==> src/rtl/riscv_mem_pkg.sv <==
// Shared types and constants for the unified-memory port arbiter.
package riscv_mem_pkg;

  localparam logic OWNER_I     = 1'b0;
  localparam logic OWNER_D     = 1'b1;
  localparam int   DATA_W_DFLT = 32;
  localparam int   ADDR_W_DFLT = 32;
  localparam int   BE_W        = DATA_W_DFLT / 8;

  typedef struct packed {
    logic valid;
    logic owner;
  } tag_t;

  typedef enum logic [1:0] {
    GNT_NONE,
    GNT_I,
    GNT_D
  } gnt_e;

endpackage

==> src/rtl/mem_port_arbiter_if.sv <==
// Core-side I/D ports and memory-side port of the arbiter, bundled as one interface.
interface mem_port_arbiter_if
  import riscv_mem_pkg::*;
#(
  parameter int ADDR_W = ADDR_W_DFLT,
  parameter int DATA_W = DATA_W_DFLT
);
  logic                  i_req;
  logic [ADDR_W-1:0]     i_addr;
  logic                  i_gnt;
  logic                  i_rvalid;
  logic [DATA_W-1:0]     i_rdata;

  logic                  d_req;
  logic                  d_we;
  logic [ADDR_W-1:0]     d_addr;
  logic [DATA_W-1:0]     d_wdata;
  logic [DATA_W/8-1:0]   d_be;
  logic                  d_gnt;
  logic                  d_rvalid;
  logic [DATA_W-1:0]     d_rdata;

  logic                  m_en;
  logic                  m_we;
  logic [ADDR_W-3:0]     m_addr;
  logic [DATA_W-1:0]     m_wdata;
  logic [DATA_W/8-1:0]   m_be;
  logic [DATA_W-1:0]     m_rdata;

  logic                  stall_if;
  logic                  stall_mem;

  modport slave (
    input  i_req, i_addr, d_req, d_we, d_addr, d_wdata, d_be, m_rdata,
    output i_gnt, i_rvalid, i_rdata, d_gnt, d_rvalid, d_rdata,
           m_en, m_we, m_addr, m_wdata, m_be, stall_if, stall_mem
  );

  modport master (
    output i_req, i_addr, d_req, d_we, d_addr, d_wdata, d_be, m_rdata,
    input  i_gnt, i_rvalid, i_rdata, d_gnt, d_rvalid, d_rdata,
           m_en, m_we, m_addr, m_wdata, m_be, stall_if, stall_mem
  );

endinterface

==> src/rtl/resp_tag_pipe.sv <==
// Fixed-depth shift register of read tags; the tail says who owns the data on m_rdata.
module resp_tag_pipe
  import riscv_mem_pkg::*;
#(
  parameter int MEM_LAT = 1
) (
  input  logic clk,
  input  logic rst,
  input  tag_t tag_i,
  output logic valid_o,
  output logic owner_o
);

  tag_t pipe_q [MEM_LAT];
  tag_t pipe_d [MEM_LAT];

  always_comb begin
    pipe_d[0] = tag_i;
    for (int i = 1; i < MEM_LAT; i++) begin
      pipe_d[i] = pipe_q[i-1];
    end
  end

  always_ff @(posedge clk or posedge rst) begin
    if (rst) begin
      for (int i = 0; i < MEM_LAT; i++) begin
        pipe_q[i] <= '0;
      end
    end else begin
      for (int i = 0; i < MEM_LAT; i++) begin
        pipe_q[i] <= pipe_d[i];
      end
    end
  end

  assign valid_o = pipe_q[MEM_LAT-1].valid;
  assign owner_o = pipe_q[MEM_LAT-1].owner;

endmodule

==> src/rtl/mem_port_arbiter.sv <==
// D-priority arbiter for a single-ported memory shared by instruction fetch and load/store,
// with a starvation guard for fetch and tag-routed fixed-latency read responses.
module mem_port_arbiter
  import riscv_mem_pkg::*;
#(
  parameter int ADDR_W     = ADDR_W_DFLT,
  parameter int DATA_W     = DATA_W_DFLT,
  parameter int MEM_LAT    = 1,
  parameter int STARVE_MAX = 3
) (
  input  logic               clk,
  input  logic               rst,
  mem_port_arbiter_if.slave  bus
);

  localparam int              CNT_W      = $clog2(STARVE_MAX + 1);
  localparam logic [CNT_W-1:0] STARVE_TOP = CNT_W'(STARVE_MAX);

  logic [CNT_W-1:0] starve_q, starve_d;
  gnt_e             gnt;
  tag_t             tag_in;
  logic             tail_valid;
  logic             tail_owner;
  logic             unused_addr_lsbs;

  // Byte offset within a word is irrelevant to a word-wide memory.
  assign unused_addr_lsbs = ^{bus.i_addr[1:0], bus.d_addr[1:0]};

  // Grants are forced off while reset is held so every output reads 0.
  always_comb begin
    gnt = GNT_NONE;
    if (!rst) begin
      if (bus.d_req && !(bus.i_req && starve_q == STARVE_TOP)) begin
        gnt = GNT_D;
      end else if (bus.i_req) begin
        gnt = GNT_I;
      end
    end
  end

  always_comb begin
    starve_d = '0;
    if (bus.i_req && gnt != GNT_I) begin
      starve_d = (starve_q == STARVE_TOP) ? starve_q : starve_q + 1'b1;
    end
  end

  always_ff @(posedge clk or posedge rst) begin
    if (rst) begin
      starve_q <= '0;
    end else begin
      starve_q <= starve_d;
    end
  end

  always_comb begin
    bus.i_gnt   = (gnt == GNT_I);
    bus.d_gnt   = (gnt == GNT_D);
    bus.m_en    = (gnt != GNT_NONE);
    bus.m_we    = 1'b0;
    bus.m_addr  = '0;
    bus.m_wdata = '0;
    bus.m_be    = '0;
    unique case (gnt)
      GNT_I: begin
        bus.m_addr = bus.i_addr[ADDR_W-1:2];
        bus.m_be   = '1;
      end
      GNT_D: begin
        bus.m_addr  = bus.d_addr[ADDR_W-1:2];
        bus.m_we    = bus.d_we;
        bus.m_wdata = bus.d_wdata;
        bus.m_be    = bus.d_be;
      end
      default: ;
    endcase
  end

  assign bus.stall_if  = bus.i_req & ~bus.i_gnt & ~rst;
  assign bus.stall_mem = bus.d_req & ~bus.d_gnt & ~rst;

  always_comb begin
    tag_in       = '0;
    tag_in.valid = (gnt == GNT_I) || (gnt == GNT_D && !bus.d_we);
    tag_in.owner = (gnt == GNT_D) ? OWNER_D : OWNER_I;
  end

  resp_tag_pipe #(
    .MEM_LAT (MEM_LAT)
  ) u_tag_pipe (
    .clk     (clk),
    .rst     (rst),
    .tag_i   (tag_in),
    .valid_o (tail_valid),
    .owner_o (tail_owner)
  );

  assign bus.i_rvalid = tail_valid && (tail_owner == OWNER_I);
  assign bus.d_rvalid = tail_valid && (tail_owner == OWNER_D);
  assign bus.i_rdata  = rst ? '0 : bus.m_rdata;
  assign bus.d_rdata  = rst ? '0 : bus.m_rdata;

endmodule

==> src/flat_wrapper.sv <==
// flat-port wrapper written by rule: the top's interface ports become plain ports
module mem_port_arbiter_flat import riscv_mem_pkg::*;
#(
  parameter int ADDR_W     = ADDR_W_DFLT,
  parameter int DATA_W     = DATA_W_DFLT,
  parameter int MEM_LAT    = 1,
  parameter int STARVE_MAX = 3
)
  (clk, rst, bus_i_req, bus_i_addr, bus_d_req, bus_d_we, bus_d_addr, bus_d_wdata, bus_d_be, bus_m_rdata, bus_i_gnt, bus_i_rvalid, bus_i_rdata, bus_d_gnt, bus_d_rvalid, bus_d_rdata, bus_m_en, bus_m_we, bus_m_addr, bus_m_wdata, bus_m_be, bus_stall_if, bus_stall_mem);
  mem_port_arbiter_if #(.ADDR_W(ADDR_W), .DATA_W(DATA_W)) bus_i ();
  input  logic clk;
  input  logic rst;
  input wire logic [$bits(bus_i.i_req)-1:0] bus_i_req;
  input wire logic [$bits(bus_i.i_addr)-1:0] bus_i_addr;
  input wire logic [$bits(bus_i.d_req)-1:0] bus_d_req;
  input wire logic [$bits(bus_i.d_we)-1:0] bus_d_we;
  input wire logic [$bits(bus_i.d_addr)-1:0] bus_d_addr;
  input wire logic [$bits(bus_i.d_wdata)-1:0] bus_d_wdata;
  input wire logic [$bits(bus_i.d_be)-1:0] bus_d_be;
  input wire logic [$bits(bus_i.m_rdata)-1:0] bus_m_rdata;
  output wire logic [$bits(bus_i.i_gnt)-1:0] bus_i_gnt;
  output wire logic [$bits(bus_i.i_rvalid)-1:0] bus_i_rvalid;
  output wire logic [$bits(bus_i.i_rdata)-1:0] bus_i_rdata;
  output wire logic [$bits(bus_i.d_gnt)-1:0] bus_d_gnt;
  output wire logic [$bits(bus_i.d_rvalid)-1:0] bus_d_rvalid;
  output wire logic [$bits(bus_i.d_rdata)-1:0] bus_d_rdata;
  output wire logic [$bits(bus_i.m_en)-1:0] bus_m_en;
  output wire logic [$bits(bus_i.m_we)-1:0] bus_m_we;
  output wire logic [$bits(bus_i.m_addr)-1:0] bus_m_addr;
  output wire logic [$bits(bus_i.m_wdata)-1:0] bus_m_wdata;
  output wire logic [$bits(bus_i.m_be)-1:0] bus_m_be;
  output wire logic [$bits(bus_i.stall_if)-1:0] bus_stall_if;
  output wire logic [$bits(bus_i.stall_mem)-1:0] bus_stall_mem;
  assign bus_i.i_req = bus_i_req;
  assign bus_i.i_addr = bus_i_addr;
  assign bus_i.d_req = bus_d_req;
  assign bus_i.d_we = bus_d_we;
  assign bus_i.d_addr = bus_d_addr;
  assign bus_i.d_wdata = bus_d_wdata;
  assign bus_i.d_be = bus_d_be;
  assign bus_i.m_rdata = bus_m_rdata;
  assign bus_i_gnt = bus_i.i_gnt;
  assign bus_i_rvalid = bus_i.i_rvalid;
  assign bus_i_rdata = bus_i.i_rdata;
  assign bus_d_gnt = bus_i.d_gnt;
  assign bus_d_rvalid = bus_i.d_rvalid;
  assign bus_d_rdata = bus_i.d_rdata;
  assign bus_m_en = bus_i.m_en;
  assign bus_m_we = bus_i.m_we;
  assign bus_m_addr = bus_i.m_addr;
  assign bus_m_wdata = bus_i.m_wdata;
  assign bus_m_be = bus_i.m_be;
  assign bus_stall_if = bus_i.stall_if;
  assign bus_stall_mem = bus_i.stall_mem;
  mem_port_arbiter #(.ADDR_W(ADDR_W), .DATA_W(DATA_W), .MEM_LAT(MEM_LAT), .STARVE_MAX(STARVE_MAX)) u_core (.clk(clk), .rst(rst), .bus(bus_i));
endmodule
==> config.mk <==
export PLATFORM = sky130hd
export DESIGN_NAME = mem_port_arbiter_flat
export DESIGN_NICKNAME = d
export VERILOG_FILES = /design/src/rtl/riscv_mem_pkg.sv /design/src/rtl/mem_port_arbiter_if.sv /design/src/rtl/resp_tag_pipe.sv /design/src/rtl/mem_port_arbiter.sv /design/src/flat_wrapper.sv
export SDC_FILE = /design/constraint.sdc
export NUM_CORES = 1
export LEC_CHECK = 0
export BUFFER_PORTS_ARGS = -buffer_cell sky130_fd_sc_hd__buf_2
export CORE_AREA = 2 2 107 109
export CTS_BUF_LIST = sky130_fd_sc_hd__clkbuf_8
export DETAILED_ROUTE_END_ITERATION = 7
export DIE_AREA = 0 0 109 111
export PLACE_DENSITY = 0.56
export REMOVE_ABC_BUFFERS = 1
export SYNTH_ARGS = -nofsm -noshare
export SYNTH_HDL_FRONTEND = slang
export SYNTH_SLANG_ARGS = --single-unit
==> constraint.sdc <==
create_clock -name clk -period 1.9 [get_ports clk]
set_clock_uncertainty 0.05 [all_clocks]
set_input_delay 0.095 -clock clk [delete_from_list [all_inputs] [get_ports clk]]
set_output_delay 0.095 -clock clk [all_outputs]
set_load 0.005 [all_outputs]
# Word level (Yosys, flattened, before mapping)
# Index checks and enable logic that the tools add are counted.
dict set report classes {
  n_reduce_logical 10
  eq_ne 5
  add_sub_neg 1
  bitwise_logic 8
  n_mux 11
}
# cell n
set ops {}
lappend ops {{32-bit two-way mux} 2}
lappend ops {{30-bit one-hot mux with 2 select lines} 1}
lappend ops {{2-bit two-way mux} 4}
lappend ops {{4-bit one-hot mux with 2 select lines} 1}
lappend ops {{1-bit logical AND} 6}
lappend ops {{1-bit bitwise AND} 4}
lappend ops {{2-bit == test, second input constant} 2}
lappend ops {{1-bit NOT} 4}
lappend ops {{1-bit two-way mux} 3}
lappend ops {{2-bit by 1-bit adder with 2-bit output, second input constant} 1}
lappend ops {{2-bit by 1-bit == test with 1-bit output, second input constant} 1}
lappend ops {{1-bit zero test} 2}
lappend ops {{2-bit by 1-bit != test with 1-bit output, second input constant} 1}
lappend ops {{2-bit != test, second input constant} 1}
lappend ops {{2-bit nonzero test} 1}
lappend ops {{1-bit logical OR} 1}
dict set report totals {
  inputBits 137
  ff_bits 4
  output_inout_bits 138
  word_cells 38
}

# Longest topological paths before layout
# Gate-level depths: netlist (run 1).
dict set report logic_depth {
  word_depth 10
  mapped_depth 8
  mapped_depth_nobuf 6
}

# Modules after synthesis
# From an unflattened synthesis (run 1), not the netlist that was laid out.
dict set report hier_totals {
  cells_unflattened 211
  area_unflattened_um2 1502.7
}
# mod cells_each area_per_inst_um2 seq_area_each_um2 instances
set by_module_without_submodules {}
lappend by_module_without_submodules {mem_port_arbiter 208 1448.9 50.0 1}
lappend by_module_without_submodules {resp_tag_pipe 3 53.8 50.0 1}

# Worst setup path before layout (run 1)
# Ideal clock, no wire load.
dict set report synth_timing {
  kind {reg2out}
  start {register u_core.starve_q[0]}
  end {output bus_stall_if}
  n_path_buf 2
  stages_incl_launch_ff 9
  path_slack_ps 61
  arrival_ps 1694
  required_ps 1755
  cell_sequence {dfrtp_1 -> ha_1 -> nand2b_1 -> and3_1 -> ha_1 -> buf_6 -> buf_8 -> nand2b_4 -> nor2_1}
}
dict set report synth_between {
  elab_chain_len 10
}
# element line_no
set synth_lines {}
lappend synth_lines {{from (decl)} mem_port_arbiter.sv:19} ;# logic [CNT_W-1:0] starve_q, starve_d;
lappend synth_lines {{from (signal assigned)} mem_port_arbiter.sv:52} ;# starve_q <= starve_d;
lappend synth_lines {{2-bit == test} mem_port_arbiter.sv:33} ;# if (bus.d_req && !(bus.i_req && starve_q == STARVE_TOP)) begin
lappend synth_lines {{1-bit logical AND} mem_port_arbiter.sv:33}
lappend synth_lines {{1-bit zero test} mem_port_arbiter.sv:33}
lappend synth_lines {{1-bit logical AND} mem_port_arbiter.sv:33}
lappend synth_lines {{2-bit two-way mux} mem_port_arbiter.sv:33}
lappend synth_lines {{2-bit two-way mux} mem_port_arbiter.sv:32} ;# if (!rst) begin
lappend synth_lines {{2-bit by 1-bit == test with 1-bit output} mem_port_arbiter.sv:57} ;# bus.i_gnt = (gnt == GNT_I);
lappend synth_lines {{net bus_i_gnt} flat_wrapper.sv:21} ;# output wire logic [$bits(bus_i.i_gnt)-1:0] bus_i_gnt;
lappend synth_lines {{1-bit NOT} mem_port_arbiter.sv:79} ;# assign bus.stall_if = bus.i_req & ~bus.i_gnt & ~rst;
lappend synth_lines {{1-bit bitwise AND (2 in a row)} mem_port_arbiter.sv:79}
lappend synth_lines {{to (decl)} flat_wrapper.sv:32} ;# output wire logic [$bits(bus_i.stall_if)-1:0] bus_stall_if;
# The timed path passes the listed nets, and every way through them passes these cells.

# Worst setup path after layout (run 1)
dict set report layout_timing {
  start {register u_core.starve_q[0]}
  end {output bus_m_addr[21]}
}
dict set report layout_between {
  elab_chain_len 8
  elab_cells_between_ends 9
  classes_between {eq/ne (3); mux (3); reduce/logical (3)}
}
# element line_no
set layout_lines {}
lappend layout_lines {{2-bit == test *} mem_port_arbiter.sv:33}
lappend layout_lines {{1-bit logical AND *} mem_port_arbiter.sv:33}
lappend layout_lines {{1-bit zero test *} mem_port_arbiter.sv:33}
lappend layout_lines {{1-bit logical AND *} mem_port_arbiter.sv:33}
lappend layout_lines {{2-bit two-way mux *} mem_port_arbiter.sv:33}
lappend layout_lines {{2-bit two-way mux *} mem_port_arbiter.sv:32}
lappend layout_lines {{2-bit == test or 2-bit by 1-bit == test with 1-bit output (tied branches)} mem_port_arbiter.sv:64} ;# unique case (gnt)
lappend layout_lines {{30-bit one-hot mux with 2 select lines *} mem_port_arbiter.sv:64}
lappend layout_lines {{to (decl)} flat_wrapper.sv:29} ;# output wire logic [$bits(bus_i.m_addr)-1:0] bus_m_addr;
# Every way passes the cells marked *; elsewhere a longest branch is shown, timed or not.

==> impl_metrics.toml, run 1 <==
[pwr]
vdd_drop_max_mv = 0.109
power_density_nw_per_um2 = 294
power.total_uw = 931
power.leakage_nw = 1.77

[setup_path]
path_common_cell = "ha_4"
path_cells = "ha_4, nand2b_4, and3_4, ha_4, buf_12, a22oi_2, nor2b_1, buf_2"
reg2reg_slack_ns = 0.26
path_buf_inv = 2
start_kind = "flip-flop"
critPathCaptureType = "output pin"
cp_top_family = "simple AND/OR/NAND/NOR gates"
rr_worst_depth = 7
reg2reg_to = "u_core.starve_q[1]"
cp_max_fo = 19
cp_slowest_stage_delay_ns = 0.40
critPathRequiredTime_ns = 1.75
reg2reg_from = "u_core.starve_q[0]"
path_class = "flip-flop to output pin"
arrival_ns = 1.85
worst_path_max_delay_cell = "dfrtp_1"

[sta]
max_freq_mhz = 501
drv_slew = 0
setup_viol_count_final = 35
finalHoldViolCount = 0
tightest_slew_ns = 0.300
fin_crit_sh = 1.05
rsz0062_at_grt = "yes"
setup_slack_ns = -0.0957
fin_setup_tns_ns = -2.21
slew_headroom = 0.800
finalCriticalPeriod_ns = 2.00

[finish]
fin_nets = 591
final_util = 0.286
drive_gt1_frac = 0.740
synthToLayoutAreaGrowth_pct = 111
n_antenna_cell = 0

[clocking]
clkLatencyLatePin_ns = 0.21
cts_buffers = 3
cts_sinks = 4
clk_path_buf_depth = 2
cts_tree = "done"
ctsHtreeMaxLevel = 1
clk_pin_slew_ns = 0.03
cts-root-buf = "clkbuf_8"

[hold_path]
min_to = "u_core.u_tag_pipe.valid_o"
holdCritPathClass = "input port to flip-flop"
hold_depth = 3
worstHoldStart = "bus_d_we"

[grt]
use_met2 = 0.210
grt_pass1_vias = 2158
grt_max_degree = 39
grt_usage = 0.109
antenna_found_initial = 0
grt-busiest-layer = "met2"
met3_usage = 0.0188
use_met1 = 0.121
grt-ovfl-total = 0
grt_pass1_wl_um = 10500

[synthesis]
synth_cells = 210
yosysSeqAreaShare = 0.0667
postSynthAreaPerCell_um2 = 7.14
synth_area_leader_cell = "nor2b_1"
synth.area.top_cells = "nor2b_1, buf_4, a22oi_1"
netlist-cell-type-count = 22
yosys_warnings = 0
ys_ff_latch = 4
netlist.area_leader.share = 0.279
syn_area_um2 = 1500

[die]
core_area_um2 = 11100
fp.dieArea_um2 = 12100
rows = 39
die_x_um = 109
die_h_um = 111
initial_core_util = 0.135
ioPinCount = 275

[route]
drt_pass1_iterations = 3
drt-initial-drc-count = 52
postRouteAntennaNets = 0
remaining_drc_errors = 0
via_per_inst = 3.90
num_vias = 2303
routedWlPerCell_um = 12.3
totalWireLength_um = 7280

[placement]
io_buffer_count = 270
gp_congestion = 0.736
dp_hpwl_um = 5490

[run]
maxCapViolCount = 0

[outcome]
violations = "negative setup slack"
run_status = "complete, but fails checks"
-- worst max path at each step --
stage                     depth (start not counted)          startpoint        endpoint
after global placement                            8  u_core.starve_q[0]  bus_m_addr[26]
after global routing                              8  u_core.starve_q[0]  bus_m_addr[17]
final                                             8  u_core.starve_q[0]  bus_m_addr[21]
after floorplan                                   6  u_core.starve_q[0]   bus_m_addr[7]
after detailed placement                          8  u_core.starve_q[0]  bus_m_addr[17]
after CTS                                         8  u_core.starve_q[1]    bus_stall_if
-- synth_stat cells --
master,number
ha_1,5
inv_1,3
mux2i_1,1
and2_1,34
dfrtp_1,4
nor2b_1,67
buf_2,7
nand3_1,1
buf_8,1
nor2_1,2
nand2b_1,2
buf_6,2
nor2_2,2
nand2b_4,1
and3_1,1
xor2_1,1
clkbuf_8,1
a21o_1,2
buf_4,33
clkbuf_1,5
a22oi_1,30
a21oi_1,5
-- where the power goes --
| part | internal [mW] | total [mW] | switching [mW] | leakage [nW] |
|---|---|---|---|---|
| Sequential | 0.0957 | 0.104 | 0.00830 | 0.0521 |
| Clock | 0.135 | 0.175 | 0.0405 | 0.0216 |
| Combinational | 0.369 | 0.651 | 0.283 | 1.69 |
| Total | 0.599 | 0.931 | 0.331 | 1.77 |
-- metrics by stage --
step	instance area, um2	hold slack, ns	instances	setup slack (ns)
CTS	3110	0.110	590	-0.0844
global placement	2780	0.0748	582	0.0187
global route	3160	0.121	590	-0.177
floorplan	1150	-0.175	161	-0.218
detailed placement	2780	0.0700	582	0.0126
finish	3160	0.114	590	-0.0957
-- registers in the layout (all words and copies together) (netlist names) --
register,count
u_core.u_tag_pipe.valid_o,1
u_core.u_tag_pipe.owner_o,1
u_core.starve_q,2
-- cell families (layout without fill, tap and decap cells) --
logic type,after synthesis,in the layout,synth area share
compound gates,37,37,0.177
xor+xnor,1,1,0.00584
fa+ha+maj,5,5,0.0417
buf+inv,52,289,0.243
flops,4,4,0.0667
mux,1,1,0.00667
simple gates,110,110,0.460
-- layout make-up --
cell class | count | area [um2]
fill | 1194 | 7910
timing repair buffer | 283 | 1550
multi-input combinational | 154 | 1280
tap | 143 | 179
sequential | 4 | 100
clock buffer | 3 | 41.3
inverter | 3 | 11.3
-- worst reg2reg max path, delay by kind of cell (launching register included) --
family / cells / cell delay [ns]
adders and majority gates: 2 / 0.37
buffers and inverters: 1 / 0.15
DFF: 1 / 0.40
and+or+nand+nor: 4 / 0.60
-- cell usage in the layout (no fill, tap or decap), types with 2 or more instances in the layout --
| master | n |
|---|---|
| buf_4 | 4 |
| dfrtp_1 | 4 |
| clkbuf_8 | 3 |
| a22oi_2 | 28 |
| ha_4 | 4 |
| a21oi_1 | 2 |
| nor2b_2 | 3 |
| and2_1 | 34 |
| buf_16 | 2 |
| nor2b_1 | 64 |
| nor2_2 | 2 |
| buf_12 | 4 |
| inv_1 | 3 |
| nand2b_4 | 2 |
| buf_2 | 270 |
| a22oi_1 | 2 |
| a21oi_2 | 3 |
| nor2_1 | 2 |
-- routing by layer --
metal	routed length, um	vias up
li1	-	1129
met1	2760	1042
met2	3850	128
met3	628	4
met4	36	0
met5	0	-
-- what timing repair did --
action	4_1_cts	5_1_grt
endpoints found under the setup margin	68	68
hold buffers	1	0
hold endpoints to repair	4	0
pin swaps	6	2
cloned	3	0
resized for setup	45	12
setup buffers	1	0
No activity file was read; power rests on OpenSTA's default activity.
==> run 2: changes to the inputs <==
Settings changed: CELL_PAD_IN_SITES_DETAIL_PLACEMENT set to 1, CELL_PAD_IN_SITES_GLOBAL_PLACEMENT set to 1, PLACE_DENSITY 0.56 to 0.85, SLEW_MARGIN set to 20, TNS_END_PERCENT set to 5.
==> impl_metrics.toml, run 2 (synthesis results as in run 1) <==
[grt]
grt_pass1_wl_um = 11300
grt_max_degree = 40
grt_pass1_vias = 2231
grt-ovfl-total = 0
antenna_found_initial = 0
grt_usage = 0.116

[finish]
drive_gt1_frac = 0.694
largest_register_ffs = 2
multiInputGateArea_um2 = 1190
synthToLayoutAreaGrowth_pct = 103
n_antenna_cell = 0
seqCellArea_um2 = 100
layout_common_cells = "buf_2, nor2b_1, and2_1, a22oi_1, a22oi_2"
fin_nets = 592
final_common_cell = "buf_2"
final_util = 0.275
largest_register = "u_core.starve_q"
num-fill-cells = 1466

[sta]
fin_setup_tns_ns = -3.33
slew_headroom = 0.793
tightest_slew_ns = 0.310
rsz0062_at_grt = "yes"
setup_viol_count_final = 39
finalHoldViolCount = 0
fin_crit_sh = 1.06
drv_slew = 0
finalHoldWorstSlack_ns = 0.147
finalCriticalPeriod_ns = 2.02
max_freq_mhz = 495
setup_slack_ns = -0.122

[setup_path]
reg2reg_to = "u_core.starve_q[0]"
worstSetupStartpoint = "u_core.starve_q[0]"
arrival_ns = 1.88
path_class = "flip-flop to output pin"
critPathCaptureType = "output pin"
reg2reg_slack_ns = 0.26
reg2reg_from = "u_core.starve_q[0]"
critPathRequiredTime_ns = 1.75
start_kind = "flip-flop"
cp_max_fo = 23
rr_worst_depth = 7

[route]
num_vias = 2281
drt-met1-wl_um = 3000
top_layer_used = "met4"
wl_met3_um = 654
postRouteAntennaNets = 0
drt_pass1_iterations = 4
drt-initial-drc-count = 57
met2_length_um = 4030
totalWireLength_um = 7740
via_per_inst = 3.86
remaining_drc_errors = 0
routedWlPerCell_um = 13.1

[pwr]
pwr-share-comb = 0.691
clkPwrFrac = 0.196
p_switching_uw = 321
seqPwrFrac = 0.113
p_sw_frac = 0.356
power.leakage_nw = 1.76
vdd_drop_max_mv = 0.127
power_density_nw_per_um2 = 296
internal-power_uw = 580

[hold_path]
hold_depth = 3
min_to = "u_core.u_tag_pipe.valid_o"
holdCritPathClass = "input port to flip-flop"
worstHoldStart = "bus_d_we"

[outcome]
violations = "negative setup slack"
run_status = "complete, but fails checks"

[die]
initial_core_util = 0.135
fp.dieArea_um2 = 12100
ioPinCount = 275
rows = 39
die_h_um = 111
core_area_um2 = 11100
die_x_um = 109

[clocking]
cts-root-buf = "clkbuf_8"
clk_path_buf_depth = 2
cts_sinks = 4
cts_buffers = 3
cts_tree = "done"
clkLatencyLatePin_ns = 0.21
ctsHtreeMaxLevel = 1
clk_pin_slew_ns = 0.03

[placement]
io_buffer_count = 270
gp_congestion = 0.837
dp_hpwl_um = 6520

[run]
maxCapViolCount = 0
run 2: cell types whose count changed in the layout (fill, tap and decap cells not counted):
cell and change:
a21oi_4 +1, nor2b_1 -3, buf_6 +3, a22oi_2 -22
a22oi_1 +22, a21oi_2 -3, buf_8 -1, buf_4 +1
nor2b_4 +3, a21oi_1 +2, buf_16 -2
run 2: metrics by stage:
step	worst slack [ns]	power, mW	std cells	cell area [um2]
6_report	-0.122	0.901	591	3050
5_1_grt	-0.196	0.976	591	3050
4_1_cts	-0.123	0.908	591	3040
3_5_place_dp	-0.0558	0.671	585	2810
3_3_place_gp	0.00177	0.655	585	2810
2_1_floorplan	-0.218	0.312	161	1150
run 2: routing by layer:
metal,GRT usage,vias to the layer above
li1,-,1127
met5,0,-
met3,0.0135,4
met1,0.138,1041
met2,0.219,109
met4,0.0188,0
run 2: worst max-delay path, stage by stage (launching register included):
cell and delay (ns):
dfrtp_1 0.38, ha_2 0.21, buf_6 0.13, a21o_4 0.22
ha_4 0.30, buf_12 0.15, nor2b_1 0.13, buf_2 0.13
run 2: power by group through the flow:
stage / combinational (mW) / clock (mW) / sequential, mW
after global placement: 0.554 / 0 / 0.101
after detailed placement: 0.569 / 0 / 0.102
after floorplan: 0.212 / 0 / 0.101
after CTS: 0.626 / 0.180 / 0.102
after global routing: 0.685 / 0.187 / 0.103
final: 0.622 / 0.177 / 0.102
run 2: cell type report:
cell class / instances / area share
repair buffers: 284 / 0.500
multi-input cells: 154 / 0.391
well taps: 143 / 0.0587
flip-flops and latches: 4 / 0.0328
clock buffers: 3 / 0.0135
inverters: 3 / 0.00369
run 2: what timing repair did:
item                                   CTS  global route
buffers inserted                         1             0
gates cloned                             1             0
setup endpoints to repair               70            69
pin swaps                                7             1
endpoints found under the hold margin    4             0
gates resized for setup                 29             4
hold buffers                             1             0
run 2: worst max-delay path by stage:
stage | endpoint | slack [ns] | cells past startpoint
CTS | bus_m_addr[7] | -0.12 | 7
finish | bus_m_addr[2] | -0.12 | 7
global route | bus_m_be[3] | -0.20 | 7
floorplan | bus_m_addr[7] | -0.22 | 6
global placement | bus_m_addr[11] | 0.002 | 8
detailed placement | bus_m_addr[20] | -0.06 | 8
